===== config.mk =====
export PLATFORM = sky130hd
export DESIGN_NAME = cic_interp_seq
export DESIGN_NICKNAME = d
export VERILOG_FILES = /design/src/rtl/cic_interp_seq.sv
export SDC_FILE = /design/constraint.sdc
export NUM_CORES = 1
export LEC_CHECK = 0
export BUFFER_PORTS_ARGS = -buffer_cell sky130_fd_sc_hd__buf_2
export CAP_MARGIN = 0
export CELL_PAD_IN_SITES_DETAIL_PLACEMENT = 0
export CELL_PAD_IN_SITES_GLOBAL_PLACEMENT = 1
export CORE_AREA = 2 2 47 49
export CTS_CLUSTER_DIAMETER = 100
export DETAILED_ROUTE_END_ITERATION = 10
export DIE_AREA = 0 0 49 51
export PLACE_DENSITY_LB_ADDON = 0.1
export REMOVE_ABC_BUFFERS = 1
export SYNTH_ARGS = -nofsm -noshare
export SYNTH_HDL_FRONTEND = slang
export SYNTH_SLANG_ARGS = --single-unit

===== constraint.sdc =====
create_clock -name clk -period 2.5 [get_ports clk]
set_clock_uncertainty 0.2 [all_clocks]
set_input_delay 0.25 -clock clk [delete_from_list [all_inputs] [get_ports clk]]
set_output_delay 0.25 -clock clk [all_outputs]
set_load 0.01 [all_outputs]

===== src/rtl/cic_interp_seq.sv =====
// Enable sequencer for a CIC interpolator: paces source transfers at one per R clocks,
// issues comb/integrator enables and zero-stuffs the comb input on underrun and flush.
module cic_interp_seq #(
  parameter int unsigned R  = 100,
  parameter int unsigned N  = 1,
  parameter int unsigned PW = $clog2(R)
) (
  input  logic          clk,
  input  logic          rst,
  input  logic          start,
  input  logic          stop,
  input  logic          src_valid,
  output logic          src_ready,
  output logic          comb_en,
  output logic          integ_en,
  output logic          zero_stuff,
  output logic          out_valid,
  output logic          busy,
  output logic          underrun,
  output logic [PW-1:0] phase
);

  localparam int unsigned   FW      = (N > 1) ? $clog2(N) : 1;
  localparam logic [PW-1:0] PH_LAST = PW'(R - 1);
  localparam logic [FW-1:0] FL_LAST = FW'(N - 1);

  typedef enum logic [1:0] {
    ST_IDLE,
    ST_RUN,
    ST_FLUSH
  } state_e;

  state_e        state_q, state_d;
  logic [PW-1:0] phase_q, phase_d;
  logic [FW-1:0] flush_cnt_q, flush_cnt_d;
  logic          stop_pending_q, stop_pending_d;
  logic          underrun_q, underrun_d;
  logic          out_valid_q, out_valid_d;

  logic          ph_zero;
  logic          ph_last;
  logic [PW-1:0] phase_inc;

  assign ph_zero   = (phase_q == '0);
  assign ph_last   = (phase_q == PH_LAST);
  assign phase_inc = ph_last ? '0 : phase_q + PW'(1);

  // Next-state and enable decode; only zero_stuff looks at an input combinationally.
  always_comb begin
    state_d        = state_q;
    phase_d        = phase_q;
    flush_cnt_d    = flush_cnt_q;
    stop_pending_d = stop_pending_q;
    underrun_d     = underrun_q;
    src_ready      = 1'b0;
    comb_en        = 1'b0;
    integ_en       = 1'b0;
    zero_stuff     = 1'b0;

    case (state_q)
      ST_IDLE: begin
        phase_d = '0;
        if (start) begin
          state_d        = ST_RUN;
          flush_cnt_d    = '0;
          stop_pending_d = 1'b0;
          underrun_d     = 1'b0;
        end
      end

      ST_RUN: begin
        integ_en = 1'b1;
        phase_d  = phase_inc;
        if (ph_zero) begin
          src_ready  = 1'b1;
          comb_en    = 1'b1;
          zero_stuff = ~src_valid;
          if (!src_valid) begin
            underrun_d = 1'b1;
          end
        end
        if (stop) begin
          stop_pending_d = 1'b1;
        end
        if (ph_last && (stop_pending_q || stop)) begin
          state_d        = ST_FLUSH;
          phase_d        = '0;
          flush_cnt_d    = '0;
          stop_pending_d = 1'b0;
        end
      end

      ST_FLUSH: begin
        integ_en = 1'b1;
        phase_d  = phase_inc;
        if (ph_zero) begin
          comb_en    = 1'b1;
          zero_stuff = 1'b1;
        end
        if (ph_last) begin
          if (flush_cnt_q == FL_LAST) begin
            state_d     = ST_IDLE;
            flush_cnt_d = '0;
          end else begin
            flush_cnt_d = flush_cnt_q + FW'(1);
          end
        end
      end

      default: begin
        state_d = ST_IDLE;
        phase_d = '0;
      end
    endcase

    // Integrator output register lags its enable by one clock.
    out_valid_d = integ_en;
  end

  always_ff @(posedge clk or posedge rst) begin
    if (rst) begin
      state_q        <= ST_IDLE;
      phase_q        <= '0;
      flush_cnt_q    <= '0;
      stop_pending_q <= 1'b0;
      underrun_q     <= 1'b0;
      out_valid_q    <= 1'b0;
    end else begin
      state_q        <= state_d;
      phase_q        <= phase_d;
      flush_cnt_q    <= flush_cnt_d;
      stop_pending_q <= stop_pending_d;
      underrun_q     <= underrun_d;
      out_valid_q    <= out_valid_d;
    end
  end

  assign busy      = (state_q != ST_IDLE);
  assign underrun  = underrun_q;
  assign out_valid = out_valid_q;
  assign phase     = phase_q;

endmodule


=== Word-level counts from Yosys, hierarchy flattened ===
Index checks and enable logic that the tools add are counted.

* Memories: 0
* Bits in latches: 0
* Register bits: 13
* Memory bits (writable): 0
* Output and inout port bits: 14
* Memory bits (read-only): 0

* Multipliers: 0
* Order comparisons: 0
* Bitwise logic cells: 1
* Shift-type cells: 0
* Mux-type cells: 25
* Reduce and logical (&&, ||, !) cells: 12
* Divide/modulo/power cells: 0
* Equal/unequal tests: 10
* Add/sub/neg operators: 2

{| class="wikitable"
|+ Operators with widths
! cell !! number
|-
| two-way mux 7 bit || 2
|-
| case mux 7 bit (2 select lines) || 1
|-
| two-way mux 1 bit || 13
|-
| != test 2 bit (second input constant) || 6
|-
| AND reduction 4 bit || 3
|-
| two-way mux 2 bit || 4
|-
| adder 7 x 1 -> 7 bit (second input constant) || 1
|-
| == test 7 bit (second input constant) || 1
|-
| logical NOT 7 bit || 1
|-
| case mux 1 bit (2 select lines) || 3
|-
| case mux 2 bit (3 select lines) || 1
|-
| nonzero test 2 bit || 2
|-
| != test 3 bit (second input constant) || 1
|-
| case mux 1 bit (3 select lines) || 1
|-
| AND reduction 3 bit || 1
|-
| nonzero test 3 bit || 1
|-
| == test 2 x 1 -> 1 bit (second input constant) || 1
|-
| == test 2 bit (second input constant) || 1
|-
| logical NOT 2 bit || 1
|-
| OR reduction 2 bit || 1
|-
| adder 1 bit (second input constant) || 1
|-
| logical AND 1 bit || 1
|-
| logical OR 1 bit || 1
|-
| inverter 1 bit || 1
|}

=== Depth between registers and ports, before layout ===
Gate-level depths: netlist of the first run.

* Word-level depth: 4
* Gate-level depth with buffers: 6

=== Least setup slack after synthesis of the first run ===
Ideal clock, no wire load.

* Path type: reg2reg
* Start point: register state_q[1]
* End point: register state_q[0]
* Data arrival time: 1.404 ns
* Buffers on the path: 1
* Cell stages (with the launch flop): 7
* Setup time: 0.125 ns
* Setup slack: 0.771 ns
* Path through: dfrtp_1 > inv_1 > ha_1 > clkbuf_1 > nor2_1 > o21ai_1 > mux2_4

* Cells in the longest elaborated chain, start to end: 3
* Elaborated cells on any way between the ends: 9
* Those cells by class: eq/ne: 6; mux: 1; reduce/logical: 2

{| class="wikitable"
|+ Ends and longest elaborated chain
! what !! RTL line !! source
|-
| start, declared || 33 || <nowiki>state_e state_q, state_d;</nowiki>
|-
| start signal, assigned || 129 || <nowiki>state_q <= state_d;</nowiki>
|-
| == test 2 x 1 -> 1 bit (tied with other cells) || 60 || <nowiki>case (state_q)</nowiki>
|-
| != test 2 bit (no line) || n/a ||
|-
| AND reduction 4 bit (no line) || n/a ||
|}

Several ways; a longest one is shown, not always the timed one.
A chain may end at the register's enable or synchronous reset.

=== Final worst setup path of the first run ===
* Start point: register phase_q[4], in the netlist phase[4]
* End point: output port zero_stuff

* Cells in the longest elaborated chain, start to end: 3
* Elaborated cells on any way between the ends: 4
* Those cells by class: mux: 3; reduce/logical: 1

{| class="wikitable"
|+ Ends and longest elaborated chain
! what !! RTL line !! source
|-
| start, declared || 34 || <nowiki>logic [PW-1:0] phase_q, phase_d;</nowiki>
|-
| start signal, assigned || 130 || <nowiki>phase_q <= phase_d;</nowiki>
|-
| logical NOT 7 bit * || 44 || <nowiki>assign ph_zero = (phase_q == '0);</nowiki>
|-
| two-way mux 1 bit (on tied branches) || 96, 74 ||
|-
| case mux 1 bit (2 select lines) * || 60 ||
|-
| end, declared || 16 || <nowiki>output logic zero_stuff,</nowiki>
|}

Every way passes the cells marked *; elsewhere a longest branch is shown, timed or not.

==> impl_metrics.prom, run 1 <==
# TYPE chip_impl_metric gauge
chip_impl_metric{name="initial_utilization",unit="%"} 33.66
chip_impl_metric{name="die_w",unit="µm"} 49
chip_impl_metric{name="routed_via_density",unit=""} 4.664
chip_impl_metric{name="antenna-diode-count",unit=""} 0
chip_impl_info{name="timing_worst_setup_path_type",value="reg -> out"} 1
chip_impl_metric{name="final.min_clock_period",unit="ns"} 1.990
chip_impl_metric{name="crit_arrival",unit="ns"} 1.54
chip_impl_metric{name="synth_cell_types",unit=""} 25
chip_impl_metric{name="first_pass_iters",unit=""} 4
chip_impl_metric{name="fill_cells",unit=""} 230
chip_impl_metric{name="total_congestion_overflow_after_global_routing",unit=""} 0
chip_impl_metric{name="leakage_power",unit="nW"} 0.4169
chip_impl_metric{name="netlist_area",unit="µm²"} 694.4
chip_impl_metric{name="global_route_wire_length_before_repair",unit="µm"} 2711
chip_impl_metric{name="fp.dieArea",unit="µm²"} 2499
chip_impl_info{name="crit_path_cell_trace",value="nor3_2 -> and3_1 -> and2_1 -> o21a_1 -> buf_2"} 1
chip_impl_metric{name="ys_seq_area_share",unit="%"} 43.24
chip_impl_metric{name="detailedRoute.firstIterationViolations",unit=""} 6
chip_impl_metric{name="layout-area-overhead-vs-synth",unit="%"} 24.14
chip_impl_metric{name="power.ir.vdd_worst",unit="µV"} 445.2
chip_impl_metric{name="fp-row-count",unit=""} 17
chip_impl_metric{name="totalNegativeSetupSlack",unit="ns"} 0
chip_impl_metric{name="number_of_global_route_vias_before_repair",unit=""} 583
chip_impl_metric{name="cts.repair.resized",unit=""} 0
chip_impl_metric{name="critPathMaxFanout",unit=""} 4
chip_impl_info{name="hold_class",value="in -> reg"} 1
chip_impl_metric{name="timing.fmax",unit="MHz"} 502.6
chip_impl_metric{name="tritoncts.num_buffers",unit=""} 3
chip_impl_metric{name="globalRouteTotalUtil",unit="%"} 14.52
chip_impl_metric{name="report.final.setup_viol",unit=""} 0
chip_impl_metric{name="synthesis.yosys.warnings",unit=""} 0
chip_impl_metric{name="postSynthAreaPerCell",unit="µm²"} 9.259
chip_impl_metric{name="number_of_sinks_driven_by_the_clock_tree",unit=""} 12
chip_impl_metric{name="routed_wire_length_per_instance",unit="µm"} 11.61
chip_impl_info{name="critPathLaunchType",value="flop"} 1
chip_impl_info{name="run_status",value="finished clean"} 1
chip_impl_metric{name="worst_ep_required_time",unit="ns"} 2.05
chip_impl_metric{name="post-cts-setup-buffer-count",unit=""} 0
chip_impl_metric{name="clk_pin_slew_worst_paths",unit="ns"} 0.08
chip_impl_metric{name="num-nets-final",unit=""} 109
chip_impl_metric{name="cts-htree-levels",unit=""} 1
chip_impl_metric{name="grt_max_degree",unit=""} 13
chip_impl_metric{name="yosys_register_bits",unit=""} 12
chip_impl_metric{name="place_congestion",unit=""} 0.7150
chip_impl_metric{name="power-per-cell-area",unit="nW/µm²"} 968.1
chip_impl_info{name="rsz0062_at_grt",value="no"} 1
chip_impl_metric{name="worstSkewPairLatency",unit="ns"} 0.27
chip_impl_metric{name="vias_after_detailed_routing",unit=""} 583
chip_impl_metric{name="fin_hold_ws",unit="ns"} 0.09475
chip_impl_metric{name="slew_headroom",unit="%"} 68.64
chip_impl_metric{name="coreArea",unit="µm²"} 2063
chip_impl_metric{name="final_core_util",unit="%"} 41.78
chip_impl_metric{name="netlist_instances",unit=""} 75
chip_impl_info{name="cts_tree",value="done"} 1
chip_impl_metric{name="dp_hpwl",unit="µm"} 1114
chip_impl_metric{name="number_of_antenna_violations_at_the_first_check_in_global_routing",unit=""} 0
chip_impl_metric{name="final-max-slew-violation-count",unit=""} 0
chip_impl_metric{name="ant_nets",unit=""} 0
chip_impl_metric{name="clk_path_buf_depth",unit=""} 2
chip_impl_info{name="slowest_stage",value="sky130_fd_sc_hd__dfrtp_1"} 1
chip_impl_metric{name="post-route-period-util",unit="%"} 79.58
chip_impl_metric{name="placement.io_buffers",unit=""} 18
chip_impl_metric{name="top_level_ports",unit=""} 19
chip_impl_info{name="worstSetupEndpointType",value="primary output"} 1
chip_impl_metric{name="die-height",unit="µm"} 51
chip_impl_info{name="cts.root.buffer_cell",value="sky130_fd_sc_hd__clkbuf_4"} 1
chip_impl_metric{name="critical-path-max-stage-delay",unit="ns"} 0.43
chip_impl_metric{name="max_cap_viol_count",unit=""} 0
chip_impl_metric{name="routed_wirelength",unit="µm"} 1451
chip_impl_metric{name="drt_drc_violations_left",unit=""} 0
chip_impl_metric{name="worst-slew-pin-transition",unit="ns"} 0.4698
chip_impl_metric{name="finalHoldViolations",unit=""} 0
chip_impl_metric{name="final_layout_size_suffix_gt1_share",unit="%"} 25.77
==> flip-flops by register name, indices dropped and copies added, names as in the netlist <==
name	count
stop_pending_q	1
underrun	1
out_valid	1
state_q	2
phase	7
==> layer usage <==
layer  wire length [µm]  track usage [%]
met5                  0                0
met4                 19            7.143
met3                 83            3.216
met2                604            20.78
met1                744            20.55
==> report_power, final <==
part	switching (W)	leakage, nW	total (W)	internal (W)
Sequential	0.0000370	0.158	0.000277	0.000240
Clock	0.0000667	0.0210	0.000155	0.0000884
Combinational	0.000222	0.238	0.000402	0.000180
==> cell type report <==
type	count	area, µm²	share of cell area (%)
well taps	28	35.03	4.064
repair buffers	19	100.1	11.61
flip-flops and latches	12	300.3	34.83
clock buffers	4	36.28	4.209
inverters	6	22.52	2.612
multi-input cells	56	367.9	42.67
==> Yosys cell counts (all sizes together) <==
cell	number	area [µm²]
a31oi	1	6.260
clkbuf	1	3.750
nand2	3	11.26
and4	1	8.760
inv	6	22.52
o21ai	3	15.01
a32oi	1	8.760
and3	1	6.260
nor2	13	48.80
nor2b	3	18.77
and2	2	12.51
nand4	1	6.260
dfrtp	12	300.3
ha	6	75.07
xor2	2	17.52
a21oi	4	23.77
nor3	4	25.02
mux2	1	15.01
xnor2	3	26.28
nand3	4	20.02
a21o	1	7.510
nand3b	1	7.510
o21a	1	7.510
==> worst max-delay path, delay by kind of cell, from the launching register on <==
family	cells	cell delay, ns
buffers and inverters	1	0.12
AOI/OAI and AO/OA	1	0.11
and+or+nand+nor	3	0.61
DFF	1	0.43
==> stage by stage <==
step | setup slack [ns] | std cells | instance area [µm²] | total power [W]
2_1_floorplan | 0.8059 | 74 | 690.7 | 0.0005574
3_3_place_gp | 0.7174 | 120 | 815.8 | 0.0006916
3_5_place_dp | 0.6713 | 120 | 815.8 | 0.0006920
4_1_cts | 0.4943 | 125 | 862.1 | 0.0008540
5_1_grt | 0.3560 | 125 | 862.1 | 0.0009129
6_report | 0.5105 | 125 | 862.1 | 0.0008346
==> kinds of logic after synthesis <==
group,count (synthesis),synth area share (%)
fa+ha+maj,6,10.81
flops,12,43.24
mux,1,2.162
xor+xnor,5,6.307
compound gates,11,9.910
simple gates,33,23.79
buf+inv,7,3.783
==> timing repair <==
action,4_1_cts,5_1_grt
hold endpoints to repair,12,0
endpoints found under the setup margin,0,0
hold buffers,1,0
==> worst paths after layout <==
check                           depth (start not counted)  slack, ns             end        from
worst max-delay path                                    5       0.51      zero_stuff    phase[4]
worst min-delay path                                    3       0.09  stop_pending_q        stop
worst max register to register                          6       0.66      state_q[0]  state_q[1]
worst min register to register                          1       0.32        phase[0]    phase[0]
max in group asynchronous                               3       1.45        phase[5]         rst
min in group asynchronous                               3       0.32       out_valid         rst
==> cell usage in the layout, fill, tap and decap left out <==
cell type,synthesis,routed
sky130_fd_sc_hd__nor2b_1,3,3
sky130_fd_sc_hd__a32oi_1,1,1
sky130_fd_sc_hd__dlygate4sd3_1,0,1
sky130_fd_sc_hd__nor3_2,1,1
sky130_fd_sc_hd__o21ai_1,3,3
sky130_fd_sc_hd__nor3_1,3,3
sky130_fd_sc_hd__nand4_1,1,1
sky130_fd_sc_hd__ha_1,6,6
sky130_fd_sc_hd__and3_1,1,1
sky130_fd_sc_hd__o21a_1,1,1
sky130_fd_sc_hd__xor2_1,2,2
sky130_fd_sc_hd__a21o_1,1,1
sky130_fd_sc_hd__xnor2_1,3,3
sky130_fd_sc_hd__a31oi_1,1,1
sky130_fd_sc_hd__clkbuf_8,0,1
sky130_fd_sc_hd__nor2_1,13,13
sky130_fd_sc_hd__and4_1,1,1
sky130_fd_sc_hd__mux2_4,1,1
sky130_fd_sc_hd__a21oi_1,3,3
sky130_fd_sc_hd__a21oi_2,1,1
sky130_fd_sc_hd__clkbuf_4,0,3
sky130_fd_sc_hd__buf_2,0,18
sky130_fd_sc_hd__nand2_1,3,3
sky130_fd_sc_hd__inv_1,6,6
sky130_fd_sc_hd__nand3_1,4,4
sky130_fd_sc_hd__nand3b_1,1,1
sky130_fd_sc_hd__dfrtp_1,12,12
sky130_fd_sc_hd__and2_1,2,2
(Power assumes the default switching activity.)
==> run 2: changes to the inputs <==
==> constraint.sdc (replaced) <==
create_clock -name clk -period 2 [get_ports clk]
set_clock_uncertainty 0.2 [all_clocks]
set_input_delay 0.2 -clock clk [delete_from_list [all_inputs] [get_ports clk]]
set_output_delay 0.2 -clock clk [all_outputs]
set_load 0.01 [all_outputs]
==> impl_metrics.prom, run 2 (same netlist as run 1, synthesis figures left out) <==
# TYPE chip_impl_metric gauge
chip_impl_info{name="rsz0062_at_grt",value="yes"} 1
chip_impl_metric{name="placement.io_buffers",unit=""} 18
chip_impl_metric{name="final_cell_count_no_fill",unit=""} 130
chip_impl_metric{name="slew_headroom",unit="%"} 68.96
chip_impl_metric{name="p_int",unit="W"} 0.0006962
chip_impl_metric{name="cts-htree-levels",unit=""} 1
chip_impl_metric{name="totalNegativeSetupSlack",unit="ns"} 0
chip_impl_info{name="hold_class",value="in -> reg"} 1
chip_impl_metric{name="num-nets-final",unit=""} 114
chip_impl_metric{name="drt_drc_violations_left",unit=""} 0
chip_impl_info{name="slowest_stage",value="sky130_fd_sc_hd__dfrtp_1"} 1
chip_impl_metric{name="number_of_sinks_driven_by_the_clock_tree",unit=""} 12
chip_impl_metric{name="dp.cells",unit=""} 121
chip_impl_metric{name="layout.cell_area.non_filler",unit="µm²"} 922.1
chip_impl_metric{name="globalRouteTotalUtil",unit="%"} 13.58
chip_impl_metric{name="first_pass_iters",unit=""} 2
chip_impl_metric{name="final-max-slew-violation-count",unit=""} 0
chip_impl_metric{name="power-per-cell-area",unit="nW/µm²"} 1213
chip_impl_metric{name="power.clock.fraction",unit="%"} 17.4
chip_impl_metric{name="crit_arrival",unit="ns"} 1.52
chip_impl_info{name="mostFrequentLayoutCells",value="sky130_fd_sc_hd__buf_2, sky130_fd_sc_hd__nor2_1, sky130_fd_sc_hd__dfrtp_1, sky130_fd_sc_hd__inv_1, sky130_fd_sc_hd__buf_4"} 1
chip_impl_metric{name="power.ir.vdd_worst",unit="µV"} 519.4
chip_impl_metric{name="dp_hpwl",unit="µm"} 1115
chip_impl_metric{name="routed_wire_length_per_instance",unit="µm"} 11.52
chip_impl_metric{name="die_w",unit="µm"} 49
chip_impl_metric{name="cell_area_reported_after_detailed_placement",unit="µm²"} 823.3
chip_impl_metric{name="ant_nets",unit=""} 0
chip_impl_metric{name="routed_wirelength",unit="µm"} 1498
chip_impl_info{name="crit_path_cell_trace",value="inv_1 -> ha_2 -> and2_4 -> o21a_1 -> buf_2"} 1
chip_impl_metric{name="critical-path-max-stage-delay",unit="ns"} 0.39
chip_impl_info{name="timing_worst_setup_path_type",value="reg -> out"} 1
chip_impl_metric{name="final.min_clock_period",unit="ns"} 1.916
chip_impl_metric{name="total_congestion_overflow_after_global_routing",unit=""} 0
chip_impl_metric{name="vias_after_detailed_routing",unit=""} 595
chip_impl_metric{name="total_power",unit="W"} 0.001119
chip_impl_info{name="critPathLaunchType",value="flop"} 1
chip_impl_metric{name="final_layout_size_suffix_gt1_share",unit="%"} 36.27
chip_impl_metric{name="timing.fmax",unit="MHz"} 521.8
chip_impl_metric{name="worst_ep_required_time",unit="ns"} 1.60
chip_impl_metric{name="tritoncts.num_buffers",unit=""} 3
chip_impl_metric{name="clk_path_buf_depth",unit=""} 2
chip_impl_metric{name="detailedRoute.firstIterationViolations",unit=""} 6
chip_impl_metric{name="antenna-diode-count",unit=""} 0
chip_impl_metric{name="worstSkewPairLatency",unit="ns"} 0.27
chip_impl_metric{name="power_switching",unit="W"} 0.0004226
chip_impl_metric{name="top_level_ports",unit=""} 19
chip_impl_info{name="cts_tree",value="done"} 1
chip_impl_metric{name="initial_utilization",unit="%"} 33.66
chip_impl_metric{name="fp.dieArea",unit="µm²"} 2499
chip_impl_metric{name="die-height",unit="µm"} 51
chip_impl_metric{name="comb_power_share",unit="%"} 51.3
chip_impl_metric{name="coreArea",unit="µm²"} 2063
chip_impl_metric{name="largest_reg_flops",unit=""} 7
chip_impl_metric{name="switching_power_as_a_share_of_total_power",unit="%"} 37.77
chip_impl_metric{name="max_cap_viol_count",unit=""} 0
chip_impl_metric{name="global_route_wire_length_before_repair",unit="µm"} 2525
chip_impl_metric{name="power.sequential.fraction",unit="%"} 31.2
chip_impl_metric{name="number_of_antenna_violations_at_the_first_check_in_global_routing",unit=""} 0
chip_impl_info{name="worstSetupEndpointType",value="primary output"} 1
chip_impl_metric{name="layout-area-overhead-vs-synth",unit="%"} 32.79
chip_impl_info{name="path_delay_family",value="flip-flops"} 1
chip_impl_metric{name="number_of_global_route_vias_before_repair",unit=""} 552
chip_impl_metric{name="post-route-period-util",unit="%"} 95.82
chip_impl_metric{name="leakage_power",unit="nW"} 0.4440
chip_impl_metric{name="place_congestion",unit=""} 0.7642
chip_impl_metric{name="clk_pin_slew_worst_paths",unit="ns"} 0.08
chip_impl_metric{name="routed_via_density",unit=""} 4.577
chip_impl_metric{name="grt_max_degree",unit=""} 13
chip_impl_metric{name="critPathMaxFanout",unit=""} 5
chip_impl_metric{name="fp-row-count",unit=""} 17
chip_impl_metric{name="worst-slew-pin-transition",unit="ns"} 0.4651
chip_impl_info{name="cts.root.buffer_cell",value="sky130_fd_sc_hd__clkbuf_4"} 1
chip_impl_metric{name="worst-path-buf-inv",unit=""} 2
chip_impl_metric{name="report.final.setup_viol",unit=""} 0
chip_impl_metric{name="finalHoldViolations",unit=""} 0
chip_impl_info{name="run_status",value="finished clean"} 1
chip_impl_info{name="mostFrequentLayoutCell",value="sky130_fd_sc_hd__buf_2"} 1
run 2: cell count changes in the layout (fill, tap and decap cells not counted), sizes merged:
cell / change
buf: +5
run 2: repair_timing:
| item | 4_1_cts | 5_1_grt |
|---|---|---|
| hold buffers | 1 | 0 |
| resized for setup | 0 | 8 |
| setup buffers | 0 | 4 |
| hold endpoints to repair | 12 | 0 |
| setup endpoints to repair | 0 | 2 |
run 2: routing by layer:
layer,wire (µm),global-route usage [%],up-vias,share of wire (%)
met1,759,19.30,270,51
met3,82,2.632,2,5.5
li1,-,-,308,-
met4,14,8.571,0,0.93
met5,0,0,-,0
met2,641,18.72,15,43
run 2: final timing paths:
path / startpoint / end / slack, ns / depth (start not counted)
max: state_q[1] / zero_stuff / 0.08 / 5
min: stop / stop_pending_q / 0.06 / 3
max reg2reg: state_q[1] / state_q[0] / 0.28 / 6
min reg2reg: phase[0] / phase[0] / 0.32 / 1
max in group asynchronous: rst / phase[3] / 0.98 / 3
min in group asynchronous: rst / out_valid / 0.27 / 3
run 2: per-stage QoR:
stage               setup WS (ns)  util [%]  hold WS (ns)
finish                    0.08355     44.69       0.06122
global route             -0.02698     44.69       0.06562
detailed placement         0.2513     39.90       0.04331
global placement           0.2406     39.90       0.03936
CTS                       0.02787     42.15       0.04709
floorplan                  0.3059         -       -0.1353
run 2: layout make-up:
cell class                 instances  area [µm²]
inverter                           6       22.52
timing repair buffer              24       137.6
sequential                        12       304.0
tap                               28       35.03
fill                             229        1141
multi-input combinational         56       386.6
clock buffer                       4       36.28
run 2: power groups by stage:
stage	combinational [W]	sequential, W	clock (W)
2_1_floorplan	0.000334	0.000363	0
3_3_place_gp	0.000519	0.000351	0
3_5_place_dp	0.000517	0.000353	0
4_1_cts	0.000518	0.000349	0.000203
5_1_grt	0.000639	0.000359	0.000219
6_report	0.000574	0.000349	0.000195
run 2: worst reg2reg max path, cell delays in order, from the launching register on:
cell and delay, ns:
sky130_fd_sc_hd__dfrtp_1 0.41, sky130_fd_sc_hd__inv_1 0.11, sky130_fd_sc_hd__ha_2 0.22, sky130_fd_sc_hd__nor2b_1 0.21, sky130_fd_sc_hd__a21oi_2 0.06, sky130_fd_sc_hd__o21ai_1 0.10, sky130_fd_sc_hd__mux2_4 0.31
==> run 3: changes to the inputs <==
--- a/config.mk
+++ b/config.mk
@@ -13,6 +13,7 @@
 export CTS_CLUSTER_DIAMETER = 100
 export DETAILED_ROUTE_END_ITERATION = 10
 export DIE_AREA = 0 0 49 51
+export MAX_ROUTING_LAYER = met4
 export PLACE_DENSITY_LB_ADDON = 0.1
 export REMOVE_ABC_BUFFERS = 1
 export SYNTH_ARGS = -nofsm -noshare
==> constraint.sdc (replaced) <==
create_clock -name clk -period 1.9 [get_ports clk]
set_clock_uncertainty 0.2 [all_clocks]
set_input_delay 0.19 -clock clk [delete_from_list [all_inputs] [get_ports clk]]
set_output_delay 0.19 -clock clk [all_outputs]
set_load 0.01 [all_outputs]
==> impl_metrics.prom, run 3 (same netlist as run 1, synthesis figures left out) <==
# TYPE chip_impl_metric gauge
chip_impl_info{name="run_status",value="finished clean"} 1
chip_impl_metric{name="cts-htree-levels",unit=""} 1
chip_impl_metric{name="final_cell_count_no_fill",unit=""} 131
chip_impl_metric{name="clk_pin_slew_worst_paths",unit="ns"} 0.08
chip_impl_metric{name="number_of_antenna_violations_at_the_first_check_in_global_routing",unit=""} 0
chip_impl_metric{name="multi_input_area",unit="µm²"} 406.6
chip_impl_metric{name="place_congestion",unit=""} 0.7743
chip_impl_metric{name="final.min_clock_period",unit="ns"} 1.872
chip_impl_metric{name="number_of_sinks_driven_by_the_clock_tree",unit=""} 12
chip_impl_metric{name="total_congestion_overflow_after_global_routing",unit=""} 0
chip_impl_metric{name="tritoncts.num_buffers",unit=""} 3
chip_impl_info{name="slowest_stage",value="sky130_fd_sc_hd__dfrtp_1"} 1
chip_impl_metric{name="largest_reg_flops",unit=""} 7
chip_impl_metric{name="fill_cells",unit=""} 218
chip_impl_metric{name="fp-row-count",unit=""} 17
chip_impl_metric{name="top_level_ports",unit=""} 19
chip_impl_info{name="hold_class",value="in -> reg"} 1
chip_impl_info{name="rsz0062_at_grt",value="yes"} 1
chip_impl_metric{name="worst-slew-pin-transition",unit="ns"} 0.4660
chip_impl_metric{name="cell_area_reported_after_detailed_placement",unit="µm²"} 823.3
chip_impl_metric{name="finalHoldViolations",unit=""} 0
chip_impl_info{name="busiest_layer",value="met2"} 1
chip_impl_metric{name="groute.layer.met2.usage",unit="%"} 19.41
chip_impl_metric{name="final_layout_size_suffix_gt1_share",unit="%"} 35.92
chip_impl_metric{name="worst-r2r-setup-slack",unit="ns"} 0.14
chip_impl_metric{name="global_route_wire_length_before_repair",unit="µm"} 2546
chip_impl_info{name="cts_tree",value="done"} 1
chip_impl_metric{name="die-height",unit="µm"} 51
chip_impl_metric{name="fin_hold_ws",unit="ns"} 0.04863
chip_impl_metric{name="layout-area-overhead-vs-synth",unit="%"} 36.58
chip_impl_metric{name="drt_drc_violations_left",unit=""} 0
chip_impl_metric{name="initial_utilization",unit="%"} 33.66
chip_impl_metric{name="grt_util_met1",unit="%"} 19.08
chip_impl_info{name="mostFrequentLayoutCell",value="sky130_fd_sc_hd__buf_2"} 1
chip_impl_info{name="worstSetupEndpointType",value="primary output"} 1
chip_impl_metric{name="antenna-diode-count",unit=""} 0
chip_impl_metric{name="grt_max_degree",unit=""} 13
chip_impl_metric{name="final_core_util",unit="%"} 45.97
chip_impl_metric{name="worst_ep_required_time",unit="ns"} 1.51
chip_impl_metric{name="critical-path-max-stage-delay",unit="ns"} 0.41
chip_impl_metric{name="routed_via_density",unit=""} 4.550
chip_impl_metric{name="report.final.setup_viol",unit=""} 0
chip_impl_metric{name="groute.layer.met3.usage",unit="%"} 2.632
chip_impl_metric{name="power-per-cell-area",unit="nW/µm²"} 1304
chip_impl_metric{name="max_cap_viol_count",unit=""} 0
chip_impl_metric{name="slew_headroom",unit="%"} 68.90
chip_impl_metric{name="crit_arrival",unit="ns"} 1.48
chip_impl_metric{name="worst-path-buf-inv",unit=""} 2
chip_impl_info{name="path_delay_family",value="flip-flops"} 1
chip_impl_metric{name="layout.cell_area.non_filler",unit="µm²"} 948.4
chip_impl_metric{name="routed_wirelength",unit="µm"} 1483
chip_impl_info{name="mostFrequentLayoutCells",value="sky130_fd_sc_hd__buf_2, sky130_fd_sc_hd__nor2_1, sky130_fd_sc_hd__dfrtp_1, sky130_fd_sc_hd__inv_1, sky130_fd_sc_hd__buf_4"} 1
chip_impl_metric{name="fp.dieArea",unit="µm²"} 2499
chip_impl_metric{name="register_area",unit="µm²"} 302.8
chip_impl_info{name="timing_worst_setup_path_type",value="reg -> out"} 1
chip_impl_metric{name="total_power",unit="W"} 0.001236
chip_impl_metric{name="routed_wire_length_per_instance",unit="µm"} 11.32
chip_impl_metric{name="leakage_power",unit="nW"} 0.4546
chip_impl_metric{name="num-nets-final",unit=""} 115
chip_impl_metric{name="die_w",unit="µm"} 49
chip_impl_metric{name="final-max-slew-violation-count",unit=""} 0
chip_impl_metric{name="vias_after_detailed_routing",unit=""} 596
chip_impl_metric{name="post-route-period-util",unit="%"} 98.51
chip_impl_metric{name="timing.fmax",unit="MHz"} 534.3
chip_impl_metric{name="globalRouteTotalUtil",unit="%"} 14.07
chip_impl_metric{name="power.ir.vdd_worst",unit="µV"} 579.0
chip_impl_metric{name="coreArea",unit="µm²"} 2063
chip_impl_metric{name="dp_hpwl",unit="µm"} 1115
chip_impl_info{name="crit_path_cell_trace",value="inv_1 -> ha_4 -> and2_4 -> o21a_1 -> buf_2"} 1
chip_impl_metric{name="placement.io_buffers",unit=""} 18
chip_impl_metric{name="number_of_global_route_vias_before_repair",unit=""} 555
chip_impl_metric{name="dp.cells",unit=""} 121
chip_impl_metric{name="clk_path_buf_depth",unit=""} 2
chip_impl_info{name="cts.root.buffer_cell",value="sky130_fd_sc_hd__clkbuf_4"} 1
chip_impl_metric{name="critPathMaxFanout",unit=""} 5
chip_impl_metric{name="detailedRoute.firstIterationViolations",unit=""} 4
chip_impl_info{name="critPathLaunchType",value="flop"} 1
chip_impl_metric{name="first_pass_iters",unit=""} 4
chip_impl_metric{name="worstSkewPairLatency",unit="ns"} 0.27
chip_impl_metric{name="ant_nets",unit=""} 0
## run 3: changes by cell type in the layout (fill, tap and decap cells not counted), sizes merged
cell	delta
buf	+1
## run 3: power breakdown
part	switching [W]	internal (W)
clock	0.0000890	0.000116
combinational	0.000324	0.000349
sequential	0.0000416	0.000316
## run 3: tightest hold or removal path: cells and delay by family
family / cells / cell delay, ns
AO/OA/AOI/OAI: 2 / 0.19
buffers and inverters: 1 / 0.10
## run 3: cell type report
| type | instances | area share, % |
|---|---|---|
| clock buffer | 4 | 3.826 |
| sequential | 12 | 31.93 |
| tap | 28 | 3.694 |
| timing repair buffer | 25 | 15.30 |
| multi-input combinational | 56 | 42.88 |
| inverter | 6 | 2.375 |
## run 3: path summary, 6_finish.rpt
path | start | to | cells past startpoint
max | state_q[1] | zero_stuff | 5
min | stop | stop_pending_q | 3
max reg2reg | phase[0] | state_q[0] | 5
min reg2reg | phase[0] | phase[0] | 2
max in group asynchronous | rst | phase[3] | 3
min in group asynchronous | rst | out_valid | 3
## run 3: what timing repair did
action,in CTS,in global routing
setup endpoints to repair,1,1
buffers inserted,3,2
hold buffers,1,0
pin swaps,2,3
resized for setup,6,2
endpoints found under the hold margin,12,0
## run 3: metal layers
layer  up-vias  share of wire, %
met1       269                50
met3         2               5.8
met5         -                 0
met2        17                43
li1        308                 -
met4         0              0.94
## run 3: metrics by stage
| stage | setup WS [ns] | TNS, ns |
|---|---|---|
| after global placement | 0.1406 | 0 |
| after global routing | -0.06296 | -0.06296 |
| after detailed placement | 0.1513 | 0 |
| final | 0.02823 | 0 |
| after floorplan | 0.2059 | 0 |
| after CTS | 0.001985 | 0 |
